<file path="config.mk">
export PLATFORM = sky130hd
export DESIGN_NAME = armleocpu_regfile_multiport
export DESIGN_NICKNAME = d
export VERILOG_FILES = /design/src/rtl/armleocpu_regfile_pkg.sv /design/src/rtl/armleocpu_regfile_read_port.sv /design/src/rtl/armleocpu_regfile_multiport.sv
export SDC_FILE = /design/constraint.sdc
export NUM_CORES = 1
export LEC_CHECK = 0
export ABC_AREA = 0
export CAP_MARGIN = 10
export CELL_PAD_IN_SITES_DETAIL_PLACEMENT = 1
export CELL_PAD_IN_SITES_GLOBAL_PLACEMENT = 1
export CORE_ASPECT_RATIO = 1.5
export CORE_MARGIN = 3
export CORE_UTILIZATION = 49
export CTS_CLUSTER_DIAMETER = 40
export DETAILED_ROUTE_END_ITERATION = 16
export MAX_ROUTING_LAYER = met4
export PLACE_DENSITY = 0.76
export SLEW_MARGIN = 15
export SYNTH_ARGS = -nofsm -noshare
export SYNTH_HDL_FRONTEND = slang
export SYNTH_SLANG_ARGS = --single-unit
export TNS_END_PERCENT = 30
</file>
<file path="constraint.sdc">
create_clock -name clk -period 2.9 [get_ports clk]
set_clock_uncertainty 0.05 [all_clocks]
set_input_delay 0.29 -clock clk [delete_from_list [all_inputs] [get_ports clk]]
set_output_delay 0.29 -clock clk [all_outputs]
set_load 0.05 [all_outputs]
</file>
<file path="src/rtl/armleocpu_regfile_pkg.sv">
// rtl/armleocpu_regfile_pkg.sv - shared state encodings and port-slice helpers for the multiport regfile
package armleocpu_regfile_pkg;

   typedef enum logic {
      REGFILE_CLEAR = 1'b0,
      REGFILE_RUN   = 1'b1
   } regfile_state_t;

   // Lowest bit of slice `port` inside a packed bus of `slice_w`-wide slices.
   function automatic int port_lsb(input int port, input int slice_w);
      return port * slice_w;
   endfunction

endpackage

</file>
<file path="src/rtl/armleocpu_regfile_read_port.sv">
// rtl/armleocpu_regfile_read_port.sv - one registered read lane: zero/bypass/storage select and data register
module armleocpu_regfile_read_port
   import armleocpu_regfile_pkg::*;
#(
   parameter int ELEMENTS_W = 5,
   parameter int WIDTH      = 32,
   parameter int ZERO_REG   = 1,
   parameter int BYPASS     = 1
) (
   input  logic                  clk,
   input  logic                  rst_n,
   input  regfile_state_t        state,
   input  logic                  en,
   input  logic [ELEMENTS_W-1:0] addr,
   input  logic [WIDTH-1:0]      storage_data,
   input  logic                  wr_eff,
   input  logic [ELEMENTS_W-1:0] wr_addr,
   input  logic [WIDTH-1:0]      wr_data,
   output logic [WIDTH-1:0]      data
);

   logic [WIDTH-1:0] next_data;
   logic             is_zero;
   logic             is_bypass;

   assign is_zero   = (ZERO_REG != 0) && (addr == '0);
   assign is_bypass = (BYPASS != 0) && wr_eff && (wr_addr == addr);

   // Zero entry wins over bypass so a write aimed at entry 0 can never leak through.
   always_comb begin
      next_data = storage_data;
      if (is_zero) begin
         next_data = '0;
      end else if (is_bypass) begin
         next_data = wr_data;
      end
   end

   always_ff @(posedge clk or negedge rst_n) begin
      if (!rst_n) begin
         data <= '0;
      end else if ((state == REGFILE_RUN) && en) begin
         data <= next_data;
      end
   end

endmodule

</file>
<file path="src/rtl/armleocpu_regfile_multiport.sv">
// rtl/armleocpu_regfile_multiport.sv - multi-read-port register file with one write port and post-reset clear
module armleocpu_regfile_multiport
   import armleocpu_regfile_pkg::*;
#(
   parameter int ELEMENTS_W = 5,
   parameter int WIDTH      = 32,
   parameter int READ_PORTS = 2,
   parameter int ZERO_REG   = 1,
   parameter int BYPASS     = 1
) (
   input  logic                             clk,
   input  logic                             rst_n,
   output logic                             ready,
   input  logic [READ_PORTS-1:0]            rd_en,
   input  logic [READ_PORTS*ELEMENTS_W-1:0] rd_addr,
   output logic [READ_PORTS*WIDTH-1:0]      rd_data,
   input  logic                             wr_en,
   input  logic [ELEMENTS_W-1:0]            wr_addr,
   input  logic [WIDTH-1:0]                 wr_data
);

   localparam int                    ELEMENTS   = 2 ** ELEMENTS_W;
   localparam logic [ELEMENTS_W-1:0] LAST_ENTRY = ELEMENTS_W'(ELEMENTS - 1);

   regfile_state_t        state;
   logic [ELEMENTS_W-1:0] counter;
   logic [WIDTH-1:0]      storage [ELEMENTS];
   logic                  wr_eff;

   assign wr_eff = (state == REGFILE_RUN) && wr_en &&
                   !((ZERO_REG != 0) && (wr_addr == '0));

   always_ff @(posedge clk or negedge rst_n) begin
      if (!rst_n) begin
         state   <= REGFILE_CLEAR;
         counter <= '0;
         ready   <= 1'b0;
      end else if (state == REGFILE_CLEAR) begin
         counter <= counter + 1'b1;
         if (counter == LAST_ENTRY) begin
            state <= REGFILE_RUN;
            ready <= 1'b1;
         end
      end
   end

   // Storage carries no reset so it can map onto RAM; the clear engine zeroes it instead.
   always_ff @(posedge clk) begin
      if (state == REGFILE_CLEAR) begin
         storage[counter] <= '0;
      end else if (wr_eff) begin
         storage[wr_addr] <= wr_data;
      end
   end

   for (genvar p = 0; p < READ_PORTS; p++) begin : g_read
      localparam int ALSB = port_lsb(p, ELEMENTS_W);
      localparam int DLSB = port_lsb(p, WIDTH);

      logic [ELEMENTS_W-1:0] port_addr;
      assign port_addr = rd_addr[ALSB +: ELEMENTS_W];

      armleocpu_regfile_read_port #(
         .ELEMENTS_W (ELEMENTS_W),
         .WIDTH      (WIDTH),
         .ZERO_REG   (ZERO_REG),
         .BYPASS     (BYPASS)
      ) u_port (
         .clk          (clk),
         .rst_n        (rst_n),
         .state        (state),
         .en           (rd_en[p]),
         .addr         (port_addr),
         .storage_data (storage[port_addr]),
         .wr_eff       (wr_eff),
         .wr_addr      (wr_addr),
         .wr_data      (wr_data),
         .data         (rd_data[DLSB +: WIDTH])
      );
   end

endmodule
</file>
=== Word level (Yosys, flattened, before mapping) ===
Memory sizes are Yosys's and may differ from the RTL's.
Cells that the tools add are included.

* Bitwise gates (word level): 1
* Equality and inequality tests: 3
* Reductions and logical operators: 12
* Muxes and demuxes: 13
* Add/sub/neg operators: 1

{| class="wikitable"
|+ Operators by type and width
! operator !! number
|-
| 2-to-1 mux 32 bit || 5
|-
| OR reduction 32 bit || 1
|-
| zero test 5 bit || 3
|-
| == test 5 bit || 2
|-
| 2-to-1 mux 1 bit || 7
|-
| logical AND 1 bit || 6
|-
| adder 5 x 1 -> 5 bit, second input constant || 1
|-
| == test 5 bit, second input constant || 1
|-
| 2-to-1 mux 5 bit || 1
|-
| AND reduction 2 bit || 1
|-
| zero test 1 bit || 1
|-
| inverter 1 bit || 1
|}

* RAM bits: 1024
* Bits of input ports: 52
* Memories: 1
* Register bits after elaboration: 71

{| class="wikitable"
|+ Memories
! name !! depth !! bits a word !! read ports !! clocked after memory_dff !! write ports !! RTL line !! source
|-
| storage || 32 || 32 || 2 || 0 || 1 || armleocpu_regfile_multiport.sv:27 || <nowiki>logic [WIDTH-1:0] storage [ELEMENTS];</nowiki>
|}

=== Longest topological paths before layout ===
Gate-level depths: netlist of run 1.

* Depth after elaboration: 8
* Gate-level depth with buffers: 9
* Gate-level depth less buffers: 5

=== Cells and area by module ===
From an unflattened synthesis of run 1, not the netlist that was laid out.

* Cell total of the unflattened synthesis: 3860
* Area total of the unflattened synthesis: 53173.5 µm²

{| class="wikitable"
|+ By module, submodules not included
! module !! instances !! cells an instance !! area each (µm²)
|-
| armleocpu_regfile_multiport || 1 || 3476 || 49442.4
|-
| armleocpu_regfile_read_port || 2 || 192 || 1865.5
|}

=== Worst setup path before layout of run 1 ===
No wires, ideal clock.

* Kind: input-to-reg
* Start: input wr_addr[1]
* End: memory storage[0][0], enable pin
* Stages: 6
* Path buffers: 1
* Setup slack: -0.323 ns
* Arrival time: 2.752 ns
* Path through: buf_2 > nor2_1 > a21o_1 > mux2i_1 > nand2_1 > nor2_1

* Cells in the longest elaborated chain, start to end: 8
* Elaborated cells between the ends (all ways): 9
* Classes of those cells: mux: 5; reduce/logical: 4

{| class="wikitable"
|+ Ends and longest elaborated chain
! what !! RTL line !! source
|-
| start, declared || armleocpu_regfile_multiport.sv:18 || <nowiki>input logic [ELEMENTS_W-1:0] wr_addr,</nowiki>
|-
| zero test 5 bit || armleocpu_regfile_multiport.sv:31 || <nowiki>!((ZERO_REG != 0) && (wr_addr == '0));</nowiki>
|-
| zero test 1 bit || armleocpu_regfile_multiport.sv:31 ||
|-
| logical AND 1 bit || armleocpu_regfile_multiport.sv:30 || <nowiki>assign wr_eff = (state == REGFILE_RUN) && wr_en &&</nowiki>
|-
| 2-to-1 mux 1 bit || armleocpu_regfile_multiport.sv:51 || <nowiki>end else if (wr_eff) begin</nowiki>
|-
| 2-to-1 mux 1 bit || armleocpu_regfile_multiport.sv:49 || <nowiki>if (state == REGFILE_CLEAR) begin</nowiki>
|-
| 2-to-1 mux 1 bit (implied by the code) || armleocpu_regfile_multiport.sv:52 || <nowiki>storage[wr_addr] <= wr_data;</nowiki>
|-
| OR reduction 32 bit (no line) || -- ||
|-
| 2-to-1 mux 5 bit (no line) / 2-to-1 mux 1 bit (equally long branches) || -- ||
|-
| end, declared || armleocpu_regfile_multiport.sv:27 ||
|}

Several ways; a longest one is shown, not always the timed one.

=== Final worst setup path of run 1 ===
* Start: register g_read[1].u_port.data[3]
* End: output rd_data[35]

{| class="wikitable"
|+ RTL lines
! what !! RTL line !! source
|-
| start, declared || armleocpu_regfile_read_port.sv:19 || <nowiki>output logic [WIDTH-1:0] data</nowiki>
|-
| start signal, assigned || armleocpu_regfile_read_port.sv:43 || <nowiki>data <= next_data;</nowiki>
|-
| end, declared || armleocpu_regfile_multiport.sv:16 || <nowiki>output logic [READ_PORTS*WIDTH-1:0] rd_data,</nowiki>
|}

No word-level cell between the ends.

==> results of run 1 <==
-- worst paths after layout --
kind	from	to	slack, ns
hold reg to reg	ready	ready	0.43
setup reg to reg	counter[2]	storage[5][20]	0.36
min in group asynchronous	rst_n	counter[3]	0.11
max in group asynchronous	rst_n	g_read[0].u_port.data[27]	2.17
hold / removal	rd_addr[8]	g_read[1].u_port.data[9]	0.1
setup / recovery	g_read[1].u_port.data[3]	rd_data[35]	0.27
-- cell families (layout without fill, tap and decap cells) --
family	count (synthesis)	in the layout	synth area share (%)
muxes	759	759	24.6
buffers and inverters	231	596	2.39
xor gates and xnor gates	13	13	0.225
AOI/OAI and AO/OA	499	499	7.19
DFF	1095	1095	64.1
adders and majority gates	2	2	0.0493
and+or+nand+nor	138	138	1.37
other	0	9	0
-- sequential cells by signal, summed over array words and instances, names as in the netlist --
signal / count
g_read.u_port.data: 64
storage: 1024
ready: 1
counter: 5
state: 1
-- area by class of cell --
class | count | area, um2 | share of cell area (%)
diodes | 9 | 22.5 | 0.0376
clock buffers | 132 | 2960 | 4.94
clock inverters | 85 | 957 | 1.60
inverters | 5 | 18.8 | 0.0313
multi-input cells | 1411 | 17300 | 28.8
flip-flops and latches | 1095 | 32500 | 54.3
well taps | 1305 | 1630 | 2.72
repair buffers | 374 | 4530 | 7.57
-- cell usage in the layout (no fill, tap or decap), types with 10 or more instances in the layout --
cell type	n
edfxtp_1	1024
mux4_2	385
mux2i_1	314
buf_4	147
clkbuf_16	114
buf_12	114
a221oi_1	108
clkdlybuf4s50_1	106
dfrtp_1	71
o21ai_1	63
mux2_2	60
a22oi_1	59
a21oi_1	52
and2_1	35
nor2_4	32
o21a_1	32
a222oi_1	32
o221ai_1	31
nand2_1	27
o22ai_1	27
o31ai_1	27
o21ai_0	23
a211oi_1	19
clkinv_2	17
inv_6	15
clkbuf_1	14
xnor2_1	13
clkinvlp_4	13
bufinv_16	11
nor3_1	10
clkinv_1	10
-- routing by layer --
layer | up-vias | share of wire [%]
met2 | 2485 | 50
met1 | 17100 | 32
met5 | - | 0
li1 | 12300 | -
met4 | 0 | 8.0
met3 | 758 | 10
-- power by group --
part,internal (W),switching (W)
Combinational,0.00138,0.00236
Sequential,0.0174,0.000178
Clock,0.00850,0.00674
-- metrics by stage --
| stage | setup TNS [ns] | setup slack (ns) | hold slack [ns] | instances |
|---|---|---|---|---|
| after floorplan | -257.55 | -0.323 | -0.0556 | 2737 |
| after global placement | -2.00 | -0.0403 | 0.330 | 4189 |
| after detailed placement | -0.150 | -0.0128 | 0.337 | 4189 |
| after CTS | 0 | 0.300 | 0.0366 | 4407 |
| after global routing | 0 | 0.240 | 0.0918 | 4415 |
| final | 0 | 0.265 | 0.0973 | 4416 |
==> impl_metrics.json, run 1 <==
{
  "dr.pass1.iters": 6,
  "coreArea_um2": 102000,
  "hold_depth": 3,
  "syn_area_um2": 50700,
  "io_buffer_count": 116,
  "drive_above_1_share_pct": 30.9,
  "gr-usage-all-layers_pct": 35.7,
  "cts-htree-levels": 3,
  "cp_num_buf_inv": 1,
  "cpPeakStageDelay_ns": 0.97,
  "drt_iter0_drc": 4744,
  "gr-usage-met2_pct": 57.7,
  "grt_use_met3_pct": 7.65,
  "start_util_pct": 49.7,
  "ys_seq_area_share_pct": 64.1,
  "yosys_warnings": 0,
  "synth_top_area_cell": "edfxtp_1",
  "fill_cells": 8700,
  "grt_pass1_vias": 34800,
  "root_buffer": "clkbuf_16",
  "cp-start-kind": "flop",
  "cp_data_required_time_ns": 2.56,
  "cts_resized": 0,
  "critical_path.cell_chain": "clkdlybuf4s50_1",
  "hold_path.class": "in -> reg",
  "rsz0062_at_grt": "false",
  "vias": 32700,
  "drc_errors": 0,
  "synth_edf_count": 1024,
  "syn_area_per_cell_um2": 18.5,
  "cts_setup_buffers": 0,
  "worstSetupPathType": "reg -> out",
  "finalCritPeriodShare_pct": 90.9,
  "synthTopCellsByCount": "1024 x edfxtp_1, 385 x mux4_2, 314 x mux2i_1, 108 x a221oi_1, 104 x clkbuf_1",
  "vias_per_cell": 7.41,
  "worstSkewPairLatency_ns": 0.74,
  "numCtsBuffers": 114,
  "drt-total-wl_mm": 184,
  "synth_ff_type": "edfxtp_1",
  "cp_data_arrival_time_ns": 2.29,
  "crit_family": "buffers and inverters",
  "hold_buffers": 1,
  "max_freq_mhz": 380,
  "ys_types": 56,
  "cts_sinks": 1095,
  "nNetsFinal": 3055,
  "syn_to_final_growth_pct": 18.2,
  "clkTransAtPathRegs_ns": 0.06,
  "reg2reg_depth": 7,
  "cellPowerDensity_nw_per_um2": 611,
  "cp_slowest_cell": "clkdlybuf4s50_1",
  "antenna_left": 0,
  "synth_most_common_cell": "edfxtp_1",
  "grt_pass1_wl_mm": 260,
  "synth_nets": 2791,
  "postLayoutCellArea_um2": 59900,
  "cap_violations": 0,
  "io_pins": 117,
  "clk_path_buf_depth": 3,
  "die_w_um": 269,
  "min_period_ns": 2.63,
  "worst_slew_pin_slew_ns": 1.13,
  "fin_util_pct": 58.8,
  "rows": 143,
  "synth.top_cell.area_share_pct": 60.6,
  "grt_max_degree": 72,
  "slew_headroom_pct": 24.4,
  "setup_viol": 0,
  "grt_most_used_layer": "met2",
  "synthTopCellsByArea": "edfxtp_1 61%, mux4_2 17%, mux2i_1 6.2%, dfrtp_1 3.5%, a221oi_1 1.9%",
  "hold_violations": 0,
  "irDropWorstVdd_uv": 505,
  "gp_congestion": 0.925,
  "drt-wirelength-per-cell_um": 41.7,
  "p_total_w": 0.0366,
  "async_reset_ff_share_pct": 6.48,
  "ys_seq_elements": 1095,
  "tritoncts": "yes",
  "die_h_um": 400,
  "antenna_found_initial": 11,
  "p_leak_nw": 21.3,
  "end_kind": "output port",
  "dieArea_um2": 107000,
  "grt_overflow": 0,
  "dpl_cell_area_um2": 56000,
  "use_met1_pct": 39.7,
  "crit_fanout": 3,
  "status": "complete, no violations",
  "slew_violations": 0,
  "syn_inst": 2737,
  "hpwl_mm": 116,
  "crit_cells": 1
}
(Power assumes the default switching activity.)
==> inputs of run 2 (changes only) <==
ABC_CLOCK_PERIOD_IN_PS = 2900   (was default)
==> results of run 2 <==
No change in the layout: final DEF, timing and power equal those of run 1.
